===== src/rtl/alu_share_arbiter_pkg.sv =====
// Shared constants for the ALU share arbiter: ALU control codes, FSM states
// and the legality check for incoming op codes.
package alu_share_arbiter_pkg;

    // ALU control codes; must match the ALU control decoder.
    typedef enum logic [3:0] {
        OP_ADD = 4'b0000,
        OP_SUB = 4'b0001,
        OP_AND = 4'b0010,
        OP_NOR = 4'b0011,
        OP_OR  = 4'b0100,
        OP_SLT = 4'b0101
    } alu_op_e;

    typedef enum logic [1:0] {
        ST_IDLE = 2'b00,
        ST_BUSY = 2'b01,
        ST_RESP = 2'b10
    } state_e;

    // Legal codes are the contiguous range OP_ADD..OP_SLT.
    function automatic logic is_legal_op(input logic [3:0] op);
        return (op <= OP_SLT);
    endfunction

endpackage


===== src/rtl/alu_share_arbiter_rr_arbiter2.sv =====
// Two-way round-robin arbiter. Grant is purely combinational; the priority
// pointer moves only when the owner of the grant is accepted (update).
module rr_arbiter2 (
    input  logic       clk,
    input  logic       reset,
    input  logic [1:0] req,
    input  logic       update,
    output logic [1:0] grant
);

    // Pointer value p means requester p has priority on a tie.
    logic ptr_q;

    // A lone requester wins outright; on a tie the pointer decides.
    always_comb begin
        grant = req;
        if (req == 2'b11) begin
            grant = ptr_q ? 2'b10 : 2'b01;
        end
    end

    // After an accept, priority passes to the other requester.
    always_ff @(posedge clk) begin
        if (reset) begin
            ptr_q <= 1'b0;
        end else if (update) begin
            ptr_q <= ~grant[1];
        end
    end

endmodule


===== src/rtl/alu_share_arbiter.sv =====
// Shares one ALU between the EX stage (requester 0) and the branch/address
// compare unit (requester 1): arbitrates, drives the ALU for ALU_LAT cycles,
// then returns the latched result with a one-cycle response pulse.
module alu_share_arbiter
    import alu_share_arbiter_pkg::*;
#(
    parameter int unsigned DW      = 32,
    parameter int unsigned ALU_LAT = 1
) (
    input  logic          clk,
    input  logic          reset,
    input  logic [1:0]    req_valid,
    input  logic [3:0]    req_op0,
    input  logic [3:0]    req_op1,
    input  logic [DW-1:0] req_a0,
    input  logic [DW-1:0] req_a1,
    input  logic [DW-1:0] req_b0,
    input  logic [DW-1:0] req_b1,
    output logic [1:0]    req_ready,
    output logic [3:0]    alu_op,
    output logic [DW-1:0] alu_a,
    output logic [DW-1:0] alu_b,
    input  logic [DW-1:0] alu_result,
    input  logic          alu_zero,
    output logic [1:0]    rsp_valid,
    output logic [DW-1:0] rsp_data,
    output logic          rsp_zero,
    output logic          rsp_err
);

    localparam logic [2:0] LAT_LAST = 3'(ALU_LAT - 1);

    state_e        state_q, state_d;
    logic [2:0]    lat_cnt_q;
    logic          owner_q;
    logic [1:0]    arb_req;
    logic [1:0]    grant;
    logic          accept;
    logic          win;
    logic [3:0]    sel_op;
    logic [DW-1:0] sel_a;
    logic [DW-1:0] sel_b;

    // Arbitration is only offered while idle; otherwise nobody is granted.
    assign arb_req   = (state_q == ST_IDLE) ? req_valid : 2'b00;
    assign req_ready = grant;
    assign win       = grant[1];

    rr_arbiter2 u_arb (
        .clk    (clk),
        .reset  (reset),
        .req    (arb_req),
        .update (accept),
        .grant  (grant)
    );

    // Payload mux for the winning requester.
    always_comb begin
        sel_op = win ? req_op1 : req_op0;
        sel_a  = win ? req_a1  : req_a0;
        sel_b  = win ? req_b1  : req_b0;
    end

    // Next-state logic and accept decode.
    always_comb begin
        state_d = state_q;
        accept  = 1'b0;
        case (state_q)
            ST_IDLE: begin
                if (|grant) begin
                    accept  = 1'b1;
                    state_d = is_legal_op(sel_op) ? ST_BUSY : ST_RESP;
                end
            end
            ST_BUSY: begin
                if (lat_cnt_q == LAT_LAST) begin
                    state_d = ST_RESP;
                end
            end
            ST_RESP: state_d = ST_IDLE;
            default: state_d = ST_IDLE;
        endcase
    end

    // State register.
    always_ff @(posedge clk) begin
        if (reset) begin
            state_q <= ST_IDLE;
        end else begin
            state_q <= state_d;
        end
    end

    // Response pulse goes to whichever requester owns the operation.
    always_comb begin
        rsp_valid = '0;
        if (state_q == ST_RESP) begin
            rsp_valid[owner_q] = 1'b1;
        end
    end

    // Operand/result registers. The ALU output registers double as the
    // latched op/a/b: they load only for legal ops, so an illegal op leaves
    // the ALU inputs untouched while BUSY still sees stable latched values.
    always_ff @(posedge clk) begin
        if (reset) begin
            owner_q   <= 1'b0;
            lat_cnt_q <= '0;
            alu_op    <= OP_ADD;
            alu_a     <= '0;
            alu_b     <= '0;
            rsp_data  <= '0;
            rsp_zero  <= 1'b0;
            rsp_err   <= 1'b0;
        end else begin
            case (state_q)
                ST_IDLE: begin
                    if (accept) begin
                        owner_q   <= win;
                        lat_cnt_q <= '0;
                        if (is_legal_op(sel_op)) begin
                            alu_op <= sel_op;
                            alu_a  <= sel_a;
                            alu_b  <= sel_b;
                        end else begin
                            rsp_data <= '0;
                            rsp_zero <= 1'b0;
                            rsp_err  <= 1'b1;
                        end
                    end
                end
                ST_BUSY: begin
                    lat_cnt_q <= lat_cnt_q + 3'd1;
                    if (lat_cnt_q == LAT_LAST) begin
                        rsp_data <= alu_result;
                        rsp_zero <= alu_zero;
                        rsp_err  <= 1'b0;
                    end
                end
                default: ;
            endcase
        end
    end

endmodule


===== config.mk =====
export PLATFORM = sky130hd
export DESIGN_NAME = alu_share_arbiter
export DESIGN_NICKNAME = d
export VERILOG_FILES = /design/src/rtl/alu_share_arbiter_pkg.sv /design/src/rtl/alu_share_arbiter_rr_arbiter2.sv /design/src/rtl/alu_share_arbiter.sv
export SDC_FILE = /design/constraint.sdc
export NUM_CORES = 1
export LEC_CHECK = 0
export BUFFER_PORTS_ARGS = -buffer_cell sky130_fd_sc_hd__clkbuf_2
export CORE_UTILIZATION = 45
export DETAILED_ROUTE_END_ITERATION = 7
export PLACE_DENSITY = 0.84
export SYNTH_ARGS = -nofsm -noshare
export SYNTH_HDL_FRONTEND = slang
export SYNTH_SLANG_ARGS = --single-unit

===== constraint.sdc =====
create_clock -name clk -period 2.05 [get_ports clk]
set_input_delay 0.41 -clock clk [delete_from_list [all_inputs] [get_ports clk]]
set_output_delay 0.41 -clock clk [all_outputs]
set_load 0.005 [all_outputs]

==> results of run 1 <==
[layout make-up]
type,instances,area (sq um),area share
Multi-Input combinational cell,450,2700,0.383
Inverter,5,21.3,0.00302
Sequential cell,109,2180,0.310
Tap cell,140,175,0.0249
Timing Repair Buffer,304,1700,0.241
Clock buffer,9,225,0.0320
Clock inverter,7,42.5,0.00604
[metal layers]
layer,wire (um),GRT usage,part of all wire,vias to the layer above
met5,0,0,0,-
met4,453,0.119,0.028,0
met3,1060,0.0711,0.064,36
met2,8220,0.461,0.50,222
met1,6680,0.318,0.41,2624
li1,-,-,-,2783
[Yosys cell counts (all sizes together) (2+ instances only)]
cell type / number
o21a: 2
a21o: 35
nand3: 3
nor2b: 3
o21ai: 4
dfxtp: 109
buf: 29
and3: 3
inv: 4
nor3: 69
ha: 2
o31a: 33
nor2: 40
a311oi: 68
nand2: 139
or2: 2
a21oi: 37
nand2b: 2
nor3b: 3
clkbuf: 39
[worst min-delay path by stage]
stage                                          from                   endpoint  slack, ps  depth (start not counted)
final                                     req_b1[7]      alu_b[7]$_SDFFE_PP0P_        310                          3
after global routing                     req_b1[25]     alu_b[25]$_SDFFE_PP0P_        300                          3
after CTS                                 req_a0[7]      alu_a[7]$_SDFFE_PP0P_        290                          3
after detailed placement       rsp_err$_SDFFE_PP0P_       rsp_err$_SDFFE_PP0P_        470                          1
after global placement       alu_op[3]$_SDFFE_PP0P_     alu_op[3]$_SDFFE_PP0P_        460                          1
after floorplan           lat_cnt_q[0]$_SDFFE_PP0P_  lat_cnt_q[0]$_SDFFE_PP0P_        460                          2
[critical path, stage by stage (launching register included)]
cell	delay, ps
dfxtp_1	360
or2_1	270
a2111oi_4	350
buf_4	220
buf_4	270
nor3_1	90
a311oi_2	240
[repair_timing]
| action | in CTS | in global routing |
|---|---|---|
| hold buffers | 0 | 0 |
| setup endpoints to repair | 1 | 1 |
| gates resized for setup | 1 | 1 |
[cell families after synthesis]
logic type,after synthesis,share of synthesized area
adders and majority gates,2,0.00480
AOI/OAI and AO/OA,180,0.288
DFF,109,0.419
xor gates and xnor gates,1,0.00168
and+or+nand+nor,267,0.221
buffers and inverters,73,0.0662
[stage by stage]
step                      instance area (sq um)  total power [mW]  setup slack, ps   util
after CTS                                  7040              5.65             36.4  0.636
final                                      7050              5.59              158  0.636
after detailed placement                   6770              4.03             13.6  0.611
after global placement                     6770              3.99             95.0  0.611
after floorplan                            5210              3.38              249      -
after global routing                       7050              5.90             24.6  0.636
[registers in the layout, indices dropped and copies added, names as in the netlist, 2 cells and up]
name       cells
alu_a         32
alu_b         32
alu_op         4
lat_cnt_q      3
rsp_data      32
state_q        2
[cell usage in the layout, fill, tap and decap left out, types with 3 or more instances in the layout]
cell type / netlist / layout
a21o_1: 35 / 35
a21oi_1: 37 / 37
a311oi_1: 51 / 51
a311oi_2: 17 / 17
and3_1: 3 / 3
buf_12: 0 / 9
buf_4: 5 / 18
clkbuf_16: 0 / 9
clkbuf_2: 0 / 277
clkinv_2: 0 / 4
clkinvlp_4: 0 / 3
dfxtp_1: 109 / 109
inv_1: 4 / 4
nand2_1: 139 / 138
nand3_1: 3 / 3
nor2_1: 40 / 40
nor2b_1: 3 / 3
nor3_1: 68 / 68
o21ai_0: 4 / 4
o31a_1: 33 / 33
[power groups by stage]
stage	combinational (mW)	sequential [mW]	clock [mW]
2_1_floorplan	0.896	2.48	0
3_5_place_dp	1.55	2.49	0
4_1_cts	1.55	2.44	1.66
5_1_grt	1.70	2.46	1.74
3_3_place_gp	1.51	2.48	0
6_report	1.54	2.44	1.61
==> flow_metrics.tcl, run 1 <==
set metrics [dict create \
    syn-instance-count 632 \
    clockRootBuffer "clkbuf_16" \
    worstSetupEndpointType "flip-flop" \
    ys_types 31 \
    cp.arrival_ps 2150 \
    power_switching_mw 1.75 \
    firstDrtPassIters 5 \
    htree_levels 3 \
    outcome "finished, final reports clean" \
    dp_hpwl_um 11700 \
    track_usage 0.270 \
    initial_core_util 0.471 \
    wl_per_cell_um 16.0 \
    synthFlopType "dfxtp_1" \
    r2r_start "state_q[0]$_SDFFE_PP0P_" \
    antenna_found_initial 0 \
    cts_buffers 9 \
    leakage_nw 3.40 \
    die_area_sq_mm 0.0120 \
    grt_max_degree 69 \
    yosysSeqAreaShare 0.419 \
    ys_ff_latch 109 \
    cts_tree "yes" \
    grt_pass1_wl_um 25100 \
    place.gp.congestion 0.872 \
    drv_slew 0 \
    fillers 988 \
    drc 0 \
    cts.sinks 109 \
    diodes 0 \
    fmax_mhz 529 \
    first_global_vias 5227 \
    synth_edf_count 0 \
    ff2ff_path_depth 6 \
    hold_ws_ps 308 \
    syn_nets 807 \
    period_needed_ps 1890 \
    synth_area_sq_mm 0.00521 \
    clk_path_buf_depth 2 \
    setup_viol 0 \
    fin_nets 1054 \
    yosys_warnings 0 \
    worstSetupPathType "reg -> reg" \
    insertion_delay_ps 350 \
    ioPinCount 279 \
    peakVddDrop_uv 696 \
    p_per_area_mw_per_mm2 793 \
    clkTransAtPathRegs_ps 70 \
    crit_end "alu_a[30]$_SDFFE_PP0P_" \
    drive_above_1_share 0.389 \
    worst_pin_slew_ps 419 \
    swShare 0.313 \
    crit_start "state_q[0]$_SDFFE_PP0P_" \
    via_count 5665 \
    finalHoldViolCount 0 \
    syn_area_per_cell_sq_um 8.25 \
    layoutNonFillerInstCount 1024 \
    slew_headroom 0.718 \
    first_iter_violations 534 \
    worstPathRequired_ps 2310 \
    dpl.cell_count 1008 \
    post_cts_buffers 0 \
    yosys-top-cells-area "dfxtp_1, nand2_1, a311oi_1" \
    dieWidth_um 110 \
    cp-start-kind "flip-flop" \
    synth_top_area_share 0.419 \
    period_share 0.923 \
    power_frac_clock 0.287 \
    core_area_sq_mm 0.0111 \
    numPortBuffers 278 \
    p_int_mw 3.84 \
    rsz0062_at_grt "no" \
    rr_endpoint "alu_a[30]$_SDFFE_PP0P_" \
    area_growth_syn_to_layout_pct 35.2 \
    tns_ps 0 \
    seqPwrFrac 0.436 \
    grt_overflow 0 \
    combinationalPowerShare 0.276 \
    critPathMaxFanout 21 \
    async_flop_share 0 \
    finClkSkew_ps 7.38 \
    viasPerCell 5.53 \
    reg2reg_slack_ps 160 \
    min-delay-path-class "in -> reg" \
    routed_wl_um 16400 \
    max_cap_viol_count 0 \
    antenna_left 0 \
    synth_top_area_cell "dfxtp_1" \
    die_h_um 110 \
    rows 38 \
]
No activity file was read; power rests on OpenSTA's default activity.
==> inputs of run 2 (changes only) <==
Settings changed: BUFFER_PORTS_ARGS -buffer_cell sky130_fd_sc_hd__clkbuf_2 to -buffer_cell sky130_fd_sc_hd__buf_2, PLACE_DENSITY 0.84 to 0.8.
==> run 2 against run 1 <==
  * Via count is 0.26% lower
  * Fmax is 2.3% lower
  * Clock skew is 2.7 ps lower
  * Flip-flop and latch count stayed put
  * Clock power hardly changed
  * Sequential power hardly changed
  * Core utilization is 0.40 points lower
  * Combinational power hardly changed
  * Cell area is 0.62% lower
  * Clock-buffer cell count is 5 higher
  * Largest cell class unchanged
==> flow_metrics.tcl, run 2 (synthesis results as in run 1) <==
set metrics [dict create \
    outcome "finished, final reports clean" \
    track_usage 0.262 \
    cts_resized 0 \
    routed_wl_um 15900 \
    r2r_start "state_q[1]$_SDFFE_PP0P_" \
    tns_ps 0 \
    setup_viol 0 \
    rsz0062_at_grt "no" \
    period_share 0.944 \
    worstSetupPathType "reg -> out" \
    period_needed_ps 1940 \
    die_h_um 110 \
    peakVddDrop_uv 523 \
    multiInputGateArea_sq_mm 0.00270 \
    diodes 0 \
    post_cts_buffers 0 \
    dp_hpwl_um 11300 \
    leakage_nw 3.41 \
    ff2ff_path_depth 5 \
    grt_pass1_wl_um 24800 \
    area_growth_syn_to_layout_pct 34.3 \
    first_global_vias 5318 \
    initial_core_util 0.471 \
    min-delay-path-class "in -> reg" \
    fillers 975 \
    grt_overflow 0 \
    cp.arrival_ps 1530 \
    slowest_stage "buf_4" \
    cp_top_family "buffers and inverters" \
    drv_slew 0 \
    reg2reg_slack_ps 170 \
    wl_per_cell_um 15.7 \
    firstDrtPassIters 4 \
    crit_start "state_q[1]$_SDFFE_PP0P_" \
    worst_pin_slew_ps 437 \
    grt_max_degree 69 \
    finClkSkew_ps 4.66 \
    path_buf_inv 2 \
    cp-start-kind "flip-flop" \
    clk_path_buf_depth 2 \
    rr_endpoint "alu_b[6]$_SDFFE_PP0P_" \
    final-seq-area_sq_mm 0.00218 \
    hold_buffers 0 \
    p_per_area_mw_per_mm2 799 \
    max_cap_viol_count 0 \
    numPortBuffers 278 \
    worstSetupEndpointType "primary output" \
    finalHoldViolCount 0 \
    clockRootBuffer "clkbuf_16" \
    cts.sinks 109 \
    antenna_left 0 \
    antenna_found_initial 0 \
    reg_top3 "alu_a x32, alu_b x32, rsp_data x32" \
    fin_nets 1046 \
    rows 38 \
    report.power.total_mw 5.60 \
    crit_cells 4 \
    hold_path_depth 3 \
    critPathMaxFanout 40 \
    cts_tree "yes" \
    cpPeakStageDelay_ps 400 \
    dieWidth_um 110 \
    insertion_delay_ps 340 \
    worstPathRequired_ps 1640 \
    final_common_cell "buf_2" \
    viasPerCell 5.57 \
    htree_levels 3 \
    place.gp.congestion 0.852 \
    first_iter_violations 353 \
    fmax_mhz 517 \
    layout_common_cells "buf_2, nand2_1, dfxtp_1" \
    crit_end "req_ready[0]" \
    die_area_sq_mm 0.0120 \
    drive_above_1_share 0.379 \
    via_count 5650 \
    clkTransAtPathRegs_ps 70 \
    drc 0 \
    cts_buffers 9 \
    crit_chain "buf_4, nor2_1, and3_1, buf_2" \
    core_area_sq_mm 0.0111 \
    ioPinCount 279 \
    slew_headroom 0.705 \
]
-- run 2: cell types whose count changed in the layout (fill, tap and decap cells not counted), sizes merged --
cell,before,now
clkinvlp,3,0
clkinv,4,1
clkbuf,286,14
buf,27,296
-- run 2: worst min-delay path by stage --
stage                                   start                         to  slack [ps]
finish                             req_b1[17]     alu_b[17]$_SDFFE_PP0P_         330
global route                       req_b1[17]     alu_b[17]$_SDFFE_PP0P_         330
CTS                                req_b1[17]     alu_b[17]$_SDFFE_PP0P_         320
detailed placement     alu_op[3]$_SDFFE_PP0P_     alu_op[3]$_SDFFE_PP0P_         460
global placement         rsp_err$_SDFFE_PP0P_       rsp_err$_SDFFE_PP0P_         450
floorplan           lat_cnt_q[0]$_SDFFE_PP0P_  lat_cnt_q[0]$_SDFFE_PP0P_         460
-- run 2: layout make-up --
class,instances,area share
Clock buffer,14,0.0391
Inverter,5,0.00268
Sequential cell,109,0.312
Clock inverter,1,0.000715
Timing Repair Buffer,296,0.236
Tap cell,140,0.0250
Multi-Input combinational cell,450,0.385
-- run 2: per-layer routing --
metal / share of wire / vias to the layer above / GRT usage
li1: - / 2755 / -
met1: 0.39 / 2638 / 0.296
met2: 0.51 / 209 / 0.464
met3: 0.062 / 48 / 0.0664
met5: 0 / - / 0
met4: 0.034 / 0 / 0.118
-- run 2: where the power goes --
part / switching [mW] / internal (mW)
clock network: 0.724 / 0.917
logic: 0.840 / 0.690
registers: 0.104 / 2.32
-- run 2: metrics by stage --
step	std cells	utilization	worst slack, ps	hold slack [ps]	instance area (sq um)
after global routing	1015	0.632	4.88	330	7000
after CTS	1015	0.632	90.2	321	7000
after floorplan	632	-	249	461	5210
after detailed placement	1000	0.607	53.8	464	6730
final	1015	0.632	114	332	7000
after global placement	1000	0.607	132	451	6730
-- run 2: worst register-to-register path, delay by kind of cell, from the launching register on --
family | cells | cell delay (ps)
buffers and inverters | 1 | 320
DFF | 1 | 330
AOI/OAI and AO/OA | 2 | 750
and+or+nand+nor | 2 | 380
